$ cat config.mk
export PLATFORM = sky130hd
export DESIGN_NAME = seq_detect_fsm
export DESIGN_NICKNAME = d
export VERILOG_FILES = /design/src/rtl/seq_detect_fsm.sv
export SDC_FILE = /design/constraint.sdc
export NUM_CORES = 1
export LEC_CHECK = 0
export CORE_UTILIZATION = 29
export DETAILED_ROUTE_END_ITERATION = 10
export PLACE_DENSITY = 0.45
export SETUP_SLACK_MARGIN = 0.5
export SLEW_MARGIN = 10
export SYNTH_ARGS = -nofsm -noshare
export SYNTH_HDL_FRONTEND = slang
export SYNTH_SLANG_ARGS = --single-unit
$ cat constraint.sdc
create_clock -name clk -period 3.6 [get_ports clk]
set_clock_uncertainty 0.05 [all_clocks]
set_input_delay 0.36 -clock clk [delete_from_list [all_inputs] [get_ports clk]]
set_output_delay 0.36 -clock clk [all_outputs]
set_load 0.05 [all_outputs]
$ cat src/rtl/seq_detect_fsm.sv
// Serial pattern detector: samples `in` once per divider tick, reports match progress,
// pulses `match` on each complete pattern and drives two 7-segment displays.
module seq_detect_fsm #(
    parameter int               PAT_W   = 4,
    parameter logic [PAT_W-1:0] PATTERN = 4'b1011,
    parameter int               DIV     = 25000000,
    parameter bit               OVERLAP = 1'b1,
    parameter int               CNT_W   = 8
) (
    input  logic             clk,
    input  logic             rst,
    input  logic             in,
    input  logic             en,
    input  logic             load_en,
    input  logic [PAT_W-1:0] pat_in,
    output logic             tick,
    output logic             match,
    output logic [3:0]       progress,
    output logic [CNT_W-1:0] match_cnt,
    output logic [6:0]       o1,
    output logic [6:0]       o2
);

    localparam int               DIV_W = (DIV > 1) ? $clog2(DIV) : 1;
    localparam logic [3:0]       PW    = 4'(PAT_W);
    localparam logic [PAT_W-1:0] ONES  = '1;

    logic [DIV_W-1:0] div_q,   div_d;
    logic [PAT_W-1:0] hist_q,  hist_d;
    logic [PAT_W-1:0] pat_q,   pat_d;
    logic [3:0]       vcnt_q,  vcnt_d;
    logic             match_q, match_d;
    logic [CNT_W-1:0] cnt_q,   cnt_d;

    function automatic logic [6:0] seg7(input logic [3:0] d);
        case (d)
            4'h0: seg7 = 7'b1000000;
            4'h1: seg7 = 7'b1111001;
            4'h2: seg7 = 7'b0100100;
            4'h3: seg7 = 7'b0110000;
            4'h4: seg7 = 7'b0011001;
            4'h5: seg7 = 7'b0010010;
            4'h6: seg7 = 7'b0000010;
            4'h7: seg7 = 7'b1111000;
            4'h8: seg7 = 7'b0000000;
            4'h9: seg7 = 7'b0010000;
            4'hA: seg7 = 7'b0001000;
            4'hB: seg7 = 7'b0000011;
            4'hC: seg7 = 7'b1000110;
            4'hD: seg7 = 7'b0100001;
            4'hE: seg7 = 7'b0000110;
            default: seg7 = 7'b0001110;
        endcase
    endfunction

    assign tick = en && (div_q == DIV_W'(DIV - 1));

    always_ff @(posedge clk) begin
        if (!rst) begin
            div_q   <= '0;
            hist_q  <= '0;
            pat_q   <= PATTERN;
            vcnt_q  <= '0;
            match_q <= 1'b0;
            cnt_q   <= '0;
        end else begin
            div_q   <= div_d;
            hist_q  <= hist_d;
            pat_q   <= pat_d;
            vcnt_q  <= vcnt_d;
            match_q <= match_d;
            cnt_q   <= cnt_d;
        end
    end

    always_comb begin
        div_d   = div_q;
        hist_d  = hist_q;
        pat_d   = pat_q;
        vcnt_d  = vcnt_q;
        match_d = 1'b0;
        cnt_d   = cnt_q;
        if (en) begin
            div_d = tick ? '0 : div_q + 1'b1;
        end
        // A load drops any coincident sample; the divider above still advances.
        if (load_en) begin
            pat_d  = pat_in;
            hist_d = '0;
            vcnt_d = '0;
        end else if (tick) begin
            hist_d = {hist_q[PAT_W-2:0], in};
            vcnt_d = (vcnt_q == PW) ? PW : vcnt_q + 4'd1;
            if (vcnt_d == PW && hist_d == pat_q) begin
                match_d = 1'b1;
                if (cnt_q != '1) begin
                    cnt_d = cnt_q + 1'b1;
                end
                if (!OVERLAP) begin
                    vcnt_d = '0;
                end
            end
        end
    end

    // Longest prefix of the pattern that ends the valid part of the history.
    always_comb begin
        progress = '0;
        for (int unsigned k = 1; k <= PAT_W; k++) begin
            if (4'(k) <= vcnt_q &&
                ((hist_q ^ (pat_q >> (PAT_W - k))) & (ONES >> (PAT_W - k))) == '0) begin
                progress = 4'(k);
            end
        end
    end

    assign match     = match_q;
    assign match_cnt = cnt_q;
    assign o1        = seg7(progress);
    assign o2        = seg7(4'(cnt_q));

endmodule

==> results of run 1 <==
==> timing repair <==
item / 4_1_cts / 5_1_grt
resized for setup: 17 / 14
pin swaps: 1 / 4
endpoints found under the setup margin: 10 / 12
setup buffers: 3 / 4
==> layout by cell type (no fill, tap or decap), types with 3 or more instances in the layout <==
master and n:
nor2_1 49, inv_1 12, nand2_1 41, buf_4 13, o21ai_0 5, clkdlybuf4s50_1 26, and4_1 4, nand2_2 3
nor4_1 3, or3_1 3, and2_1 5, ha_1 15, nor3_2 5, dfxtp_1 51, xnor2_1 13, nand4_1 10
nor3_1 10, a21oi_1 12, mux2i_1 7, nand2b_1 5, and3_1 4, nand3_1 8, clkbuf_8 5, o22ai_1 3
xor2_1 24
==> sequential cells by signal, indices dropped and copies added (netlist names) <==
register	flops
div_q	25
hist_q	4
match	1
match_cnt	8
o2	7
pat_q	4
vcnt_q	4
==> worst min-delay path, cell delays in order (launching register included) <==
cell     delay (ns)
dfxtp_1        0.33
nand2_1        0.05
a21oi_1        0.05
==> kinds of logic (layout without fill, tap and decap cells) <==
logic type      Yosys count  count (layout)  synth area share (%)
xor+xnor                 37              37                  10.8
other cells               1               2                 0.125
simple gates            169             169                  30.4
compound gates           38              38                  7.98
fa+ha+maj                17              17                  7.07
buf+inv                  30              69                  5.07
mux                       9               9                  3.33
flops                    53              53                  35.2
==> power breakdown <==
group          switching, mW  internal, mW  total (mW)
Sequential           0.00630         0.589       0.595
Combinational         0.0267        0.0206      0.0473
Clock                  0.196         0.139       0.335
==> stage by stage <==
stage / power [mW] / cells / worst slack [ns] / hold WS [ns]
4_1_cts: 0.998 / 523 / 0.494 / 0.420
5_1_grt: 1.03 / 527 / 0.440 / 0.436
3_5_place_dp: 0.657 / 512 / 0.275 / 0.409
3_3_place_gp: 0.657 / 512 / 0.275 / 0.407
6_report: 0.978 / 527 / 0.613 / 0.417
2_1_floorplan: 0.642 / 355 / 0.462 / 0.393
==> routing by layer <==
layer | GRT usage (%) | vias up | share of wire, %
met3 | 2.38 | 5 | 2.6
met5 | 0 | - | 0
met2 | 19.8 | 31 | 44
met4 | 3.98 | 0 | 1.3
met1 | 16.6 | 1145 | 52
li1 | - | 1284 | -
==> area by class of cell <==
| class | instances | area, um2 |
|---|---|---|
| fill | 1067 | 6240 |
| clock buffer | 7 | 76.3 |
| inverter | 14 | 52.6 |
| tap | 133 | 166 |
| timing repair buffer | 47 | 439 |
| clock inverter | 1 | 6.26 |
| multi-input combinational | 272 | 1860 |
| sequential | 53 | 1070 |
==> worst paths after layout <==
path         depth (start not counted)         to  slack, ns
max                                 10      o2[0]       0.61
min                                  2  hist_q[3]       0.42
max reg2reg                         10      o2[0]       0.61
min reg2reg                          2  hist_q[3]       0.42
==> flow_summary.yaml, run 1 <==
global_routing:
  globalRoute.totalOverflow: 0
  grt_start_max_net_pins: 23
  grt.total_usage_pct: 12.3
  grt_pass1_wl_um: 10900
  grt_pass1_vias: 2307
  antenna_found_initial: 0
synthesis:
  synth-seq-area-share_pct: 35.2
  synth_cell_types: 53
  yosysTopAreaCellShare_pct: 35.2
  synth_seq_cells: 53
  syn_inst: 354
  yosysTopAreaCell: "dfxtp_1"
  synth-main-ff-cell: "dfxtp_1"
  synth_area_leaders: "dfxtp_1 35%, ha_1 7.1%, xor2_1 7.0%"
  synth-edff-count: 0
  avgSynthCellArea_um2: 8.50
  synth_most_common_cell: "dfxtp_1"
  ys_warn_count: 0
  synth_commonest_cells: "53 x dfxtp_1, 49 x nor2_1, 42 x nand2_1"
  async_flop_share_pct: 0
  netlist_area_um2: 3010
die:
  row_count: 36
  die-width_um: 104
  dieArea_um2: 10800
  dieHeight_um: 104
  initial_utilization_pct: 30.4
  ios: 37
  coreArea_um2: 9910
cts:
  clkTransAtPathRegs_ns: 0.10
  clock-root-buffer: "clkbuf_8"
  cts.path.max_buffers: 2
  holdBufCountCts: 0
  cts_buffers: 5
  insertion_delay_ns: 0.31
  clkSinkCount: 53
  cts_tree: "built"
  cts.htree.levels: 2
layout:
  fin_nets: 419
  n_antenna_cell: 0
  syn_to_final_growth_pct: 21.8
  postLayoutCoreUtil_pct: 37.0
  postLayoutCellArea_um2: 3670
  drive_gt1_share_pct: 15.7
sta:
  slew_viol_final: 0
  grt_setup_unrepaired: "yes"
  setup_viol: 0
  min_period_ns: 2.99
  tightestPinTransition_ns: 0.763
  slew_headroom_pct: 49.0
  max_freq_ghz: 0.335
  finalCritPeriodShare_pct: 83.0
  tns_ns: 0
  finalHoldViolCount: 0
drt:
  wl_per_cell_um: 12.3
  final_antenna_net_count: 0
  drt-total-wl_um: 6510
  num_vias: 2465
  viasPerCell: 4.68
  dr.pass1.iters: 4
  first_iter_violations: 68
  drc: 0
setup_path:
  startpoint: "vcnt_q[1]"
  crit_fanout: 5
  path_buf_inv: 1
  critPathTopFamily: "simple AND/OR/NAND/NOR gates"
  crit_arrival_ns: 3.15
  cp.required_ns: 3.76
  path_cells: "inv_1 -> ha_4 -> or3_4 -> nor4_4 -> nor3b_4 -> mux2_4 -> and2_4 -> ha_2 -> and2_1 -> a221o_1"
  end_kind: "flop"
  crit_slowest_cell: "or3_4"
  max_stage_delay_ns: 0.39
  crit_type: "reg2reg"
  cp-start-kind: "flop"
  r2r-start: "vcnt_q[1]"
place:
  dpl_cell_area_um2: 3490
  io_buffers: 34
  hpwlAfterDp_um: 4890
  gp_congestion: 0.758
status:
  status: "finished clean"
power_and_ir_drop:
  p_per_area_nw_per_um2: 267
  vdd_ir_drop_max_mv: 0.151
  leakagePower_nw: 1.43
run:
  max_cap_violations: 0
min_path:
  worstHoldStart: "hist_q[3]"
  hold_class: "reg2reg"
Note: power is estimated with default switching activity, not from simulation.
==> run 2: changes to the inputs <==
==> constraint.sdc (replaced) <==
create_clock -name clk -period 2.95 [get_ports clk]
set_clock_uncertainty 0.05 [all_clocks]
set_input_delay 0.295 -clock clk [delete_from_list [all_inputs] [get_ports clk]]
set_output_delay 0.295 -clock clk [all_outputs]
set_load 0.05 [all_outputs]
==> run 2 against run 1 <==
Net effect: critical endpoint unchanged; global-route usage grew 0.90 points; largest cell class unchanged; sequential power grew 22%; non-clock buffer count grew 35; clock power grew 32%; critical path type unchanged.
==> flow_summary.yaml, run 2 (same netlist as run 1, synthesis figures left out) <==
status:
  status: "finished clean"
cts:
  clkSinkCount: 53
  insertion_delay_ns: 0.31
  clkTransAtPathRegs_ns: 0.10
  cts_buffers: 5
  cts_tree: "built"
  holdBufCountCts: 0
  clock-root-buffer: "clkbuf_8"
  cts.htree.levels: 2
  cts.path.max_buffers: 2
place:
  gp_congestion: 0.817
  io_buffers: 34
  hpwlAfterDp_um: 5160
sta:
  setup_viol: 0
  finalHoldViolCount: 0
  slew_headroom_pct: 62.2
  grt_setup_unrepaired: "yes"
  slew_viol_final: 0
  min_period_ns: 2.79
  finalCritPeriodShare_pct: 94.6
  max_freq_ghz: 0.358
  tightestPinTransition_ns: 0.565
  tns_ns: 0
min_path:
  hold_class: "reg2reg"
global_routing:
  grt_pass1_wl_um: 11900
  globalRoute.totalOverflow: 0
  grt_start_max_net_pins: 23
  grt_pass1_vias: 2490
  antenna_found_initial: 0
  grt.total_usage_pct: 13.2
power_and_ir_drop:
  vdd_ir_drop_max_mv: 0.189
  p_per_area_nw_per_um2: 287
  leakagePower_nw: 1.65
drt:
  final_antenna_net_count: 0
  viasPerCell: 4.64
  drt-met1-wl_um: 3510
  drc: 0
  num_vias: 2609
  dr_wl_met3_um: 172
  wl_per_cell_um: 12.6
  dr.pass1.iters: 4
  highest_layer: "met4"
  drt-total-wl_um: 7110
  first_iter_violations: 79
  routed-wl-met2_um: 3360
setup_path:
  crit_fanout: 5
  end_kind: "flop"
  cp-start-kind: "flop"
  crit_arrival_ns: 2.95
  crit_type: "reg2reg"
  path_cells: "inv_2 -> ha_4 -> or3_4 -> nor4_4 -> nor3b_4 -> mux2_4 -> and2_4 -> ha_4 -> and2_4 -> a221o_1"
  crit_slowest_cell: "or3_4"
  max_stage_delay_ns: 0.38
  cp.required_ns: 3.11
die:
  coreArea_um2: 9910
  row_count: 36
  dieHeight_um: 104
  initial_utilization_pct: 30.4
  die-width_um: 104
  ios: 37
  dieArea_um2: 10800
run:
  max_cap_violations: 0
layout:
  syn_to_final_growth_pct: 43.2
  fin_nets: 454
  final_cell_mix: "48 x dfxtp_1, 46 x nor2_1, 46 x buf_4, 38 x nand2_1, 24 x clkdlybuf4s50_1"
  n_antenna_cell: 0
  drive_gt1_share_pct: 33.3
  postLayoutCoreUtil_pct: 43.5
  layout_commonest_cell: "dfxtp_1"
  regMostFlops: "div_q"
  largest_reg_flops: 25
run 2: worst paths after layout:
| check | cells after the start | startpoint | slack [ns] | to |
|---|---|---|---|---|
| min | 2 | hist_q[3] | 0.43 | hist_q[3] |
| min reg2reg | 2 | hist_q[3] | 0.43 | hist_q[3] |
| max | 10 | vcnt_q[1] | 0.16 | o2[0] |
| max reg2reg | 10 | vcnt_q[1] | 0.16 | o2[0] |
run 2: layout make-up:
type                            instances  area (um2)
Fill cell                             998        5600
Multi-Input combinational cell        272        2150
Sequential cell                        53        1070
Inverter                               14        60.1
Clock buffer                            6        82.6
Clock inverter                          2        13.8
Timing Repair Buffer                   82         771
Tap cell                              133         166
run 2: metal layers:
metal | up-vias | track usage, %
met3 | 6 | 2.76
met2 | 30 | 22.1
met5 | - | 0
li1 | 1355 | -
met1 | 1218 | 17.0
met4 | 0 | 4.08
run 2: power by group:
group	switching, mW	internal, mW	leakage (nW)	total [mW]
clock	0.252	0.191	0.0512	0.443
combinational	0.0361	0.0317	1.17	0.0678
sequential	0.00780	0.719	0.431	0.727
total	0.296	0.942	1.65	1.24
run 2: per-stage QoR:
| step | hold slack [ns] | worst slack [ns] | instances | total power [mW] | cell area, um2 |
|---|---|---|---|---|---|
| 2_1_floorplan | 0.373 | -0.0322 | 355 | 0.784 | 3130 |
| 3_3_place_gp | 0.410 | -0.114 | 537 | 0.806 | 3820 |
| 3_5_place_dp | 0.415 | -0.134 | 537 | 0.806 | 3820 |
| 5_1_grt | 0.467 | 0.0535 | 562 | 1.29 | 4310 |
| 6_report | 0.426 | 0.160 | 562 | 1.24 | 4310 |
| 4_1_cts | 0.428 | 0.152 | 553 | 1.25 | 4060 |
run 2: worst max-delay path: cells and delay by family (launching register included):
kind / cells / cell delay (ns)
and+or+nand+nor: 5 / 1.22
adders and majority gates: 2 / 0.39
DFF: 1 / 0.36
muxes: 1 / 0.33
AOI/OAI and AO/OA: 1 / 0.30
buffers and inverters: 1 / 0.04
run 2: what timing repair did:
item                       CTS  global route
pin swaps                   18             9
setup buffers                8             9
setup endpoints to repair   15            19
gates resized for setup     19            41
==> run 3: changes to the inputs <==
--- a/config.mk
+++ b/config.mk
@@ -5,6 +5,7 @@
 export SDC_FILE = /design/constraint.sdc
 export NUM_CORES = 1
 export LEC_CHECK = 0
+export CORE_MARGIN = 1.5
 export CORE_UTILIZATION = 29
 export DETAILED_ROUTE_END_ITERATION = 10
 export PLACE_DENSITY = 0.45
==> run 3 against run 2 <==
Net effect: total power up 4.0%; global-route usage down 0.20 points; sequential share of layout area up 0.70 points; largest power group unchanged; critical endpoint unchanged.
==> flow_summary.yaml, run 3 (same netlist as run 1, synthesis figures left out) <==
status:
  status: "finished clean"
cts:
  clock-root-buffer: "clkbuf_8"
  cts.htree.levels: 2
  clkSinkCount: 53
  insertion_delay_ns: 0.31
  clkTransAtPathRegs_ns: 0.09
  cts_buffers: 5
  cts.path.max_buffers: 2
  cts_tree: "built"
die:
  dieArea_um2: 11000
  coreArea_um2: 10200
  dieHeight_um: 105
  initial_utilization_pct: 29.6
  die-width_um: 105
  row_count: 37
  ios: 37
setup_path:
  cp-endpoint: "o2[0]"
  startpoint: "vcnt_q[1]"
  r2r_cells: 10
  crit_fanout: 5
  crit_type: "reg2reg"
  cp.required_ns: 3.10
  crit_arrival_ns: 2.93
  path_cells: "inv_2 -> ha_4 -> or3_4 -> nor4_4 -> nor3b_4 -> mux2_4 -> and2_4 -> ha_4 -> and2_4 -> a221o_1"
  crit_slowest_cell: "or3_4"
  end_kind: "flop"
  cp-start-kind: "flop"
  max_stage_delay_ns: 0.38
  r2r-end: "o2[0]"
  r2r_setup_slack_ns: 0.18
  r2r-start: "vcnt_q[1]"
drt:
  final_antenna_net_count: 0
  drt-total-wl_um: 6870
  dr.pass1.iters: 4
  first_iter_violations: 47
  num_vias: 2562
  viasPerCell: 4.57
  wl_per_cell_um: 12.2
  drc: 0
place:
  pre_cts_ws_ns: -0.150
  gp_congestion: 0.809
  dp.cells: 541
  io_buffers: 34
  hpwlAfterDp_um: 5180
sta:
  grt_setup_unrepaired: "yes"
  tightestPinTransition_ns: 0.584
  setup_ws_ns: 0.176
  max_freq_ghz: 0.360
  fin_hold_ws_ns: 0.425
  min_period_ns: 2.77
  slew_headroom_pct: 60.7
  finalHoldViolCount: 0
  setup_viol: 0
  finalCritPeriodShare_pct: 94.0
  slew_viol_final: 0
global_routing:
  antenna_found_initial: 0
  grt_start_max_net_pins: 23
  grt_pass1_wl_um: 11600
  grt_pass1_vias: 2427
  grt.total_usage_pct: 13.0
  globalRoute.totalOverflow: 0
power_and_ir_drop:
  p_per_area_nw_per_um2: 306
  vdd_ir_drop_max_mv: 0.174
  leakagePower_nw: 1.63
  total_power_mw: 1.29
layout:
  nFillCells: 1066
  regMostFlops: "div_q"
  fin_nets: 451
  n_antenna_cell: 0
  syn_to_final_growth_pct: 39.5
  drive_gt1_share_pct: 29.4
  final_cells: 561
  layout_commonest_cell: "dfxtp_1"
  final_cell_mix: "47 x dfxtp_1, 46 x nor2_1, 43 x buf_4, 40 x nand2_1"
  postLayoutCoreUtil_pct: 41.2
  largest_reg_flops: 25
run:
  max_cap_violations: 0
min_path:
  hold_class: "reg2reg"
## run 3: cell types whose count changed in the layout (fill, tap and decap cells not counted), sizes merged
| cell | previous run | this run |
|---|---|---|
| buf | 57 | 54 |
| bufinv | 0 | 1 |
| clkbuf | 7 | 6 |
| clkinv | 2 | 1 |
## run 3: worst max-delay path: cells and delay by family (launching register included)
family          cells  cell delay, ns
fa+ha+maj           2            0.39
mux                 1            0.33
simple gates        5            1.20
flops               1            0.36
compound gates      1            0.30
buf+inv             1            0.04
## run 3: worst min-delay path by stage
stage / startpoint / end / slack, ns / cells past startpoint
finish: hist_q[3] / hist_q[3] / 0.42 / 2
global route: hist_q[3] / hist_q[3] / 0.47 / 2
CTS: hist_q[3] / hist_q[3] / 0.43 / 2
floorplan: pat_in[0] / pat_q[0] / 0.37 / 2
global placement: hist_q[3] / hist_q[3] / 0.41 / 2
detailed placement: hist_q[3] / hist_q[3] / 0.41 / 2
## run 3: final cells by class
cell class	instances	area, um2	area share (%)
Sequential cell	53	1070	25.6
Clock inverter	2	35.0	0.834
Tap cell	136	170	4.05
Timing Repair Buffer	79	744	17.7
Clock buffer	5	68.8	1.64
Inverter	14	60.1	1.43
Multi-Input combinational cell	272	2050	48.7
## run 3: repair_timing
action                                  in CTS  in global routing
gates resized for setup                     13                 24
setup buffers                                6                  7
hold buffers                                 0                  0
endpoints found under the setup margin      14                 20
pin swaps                                   13                  8
## run 3: layer usage
metal  share of wire, %  up-vias  GRT usage, %
met5                  0        -             0
met4                2.0        0          5.38
met3                2.4        7          2.50
met2                 46       28          21.1
met1                 49     1186          16.9
li1                   -     1341             -
## run 3: through the flow
step	setup TNS [ns]	area, um2
global placement	-0.493	3830
CTS	0	4030
global route	0	4200
detailed placement	-0.664	3830
floorplan	-0.0322	3130
finish	0	4200
## run 3: where the power goes
group	leakage, nW	internal (mW)	switching, mW
clock network	0.0540	0.247	0.247
registers	0.431	0.719	0.00721
logic	1.14	0.0313	0.0352
total	1.63	0.998	0.289
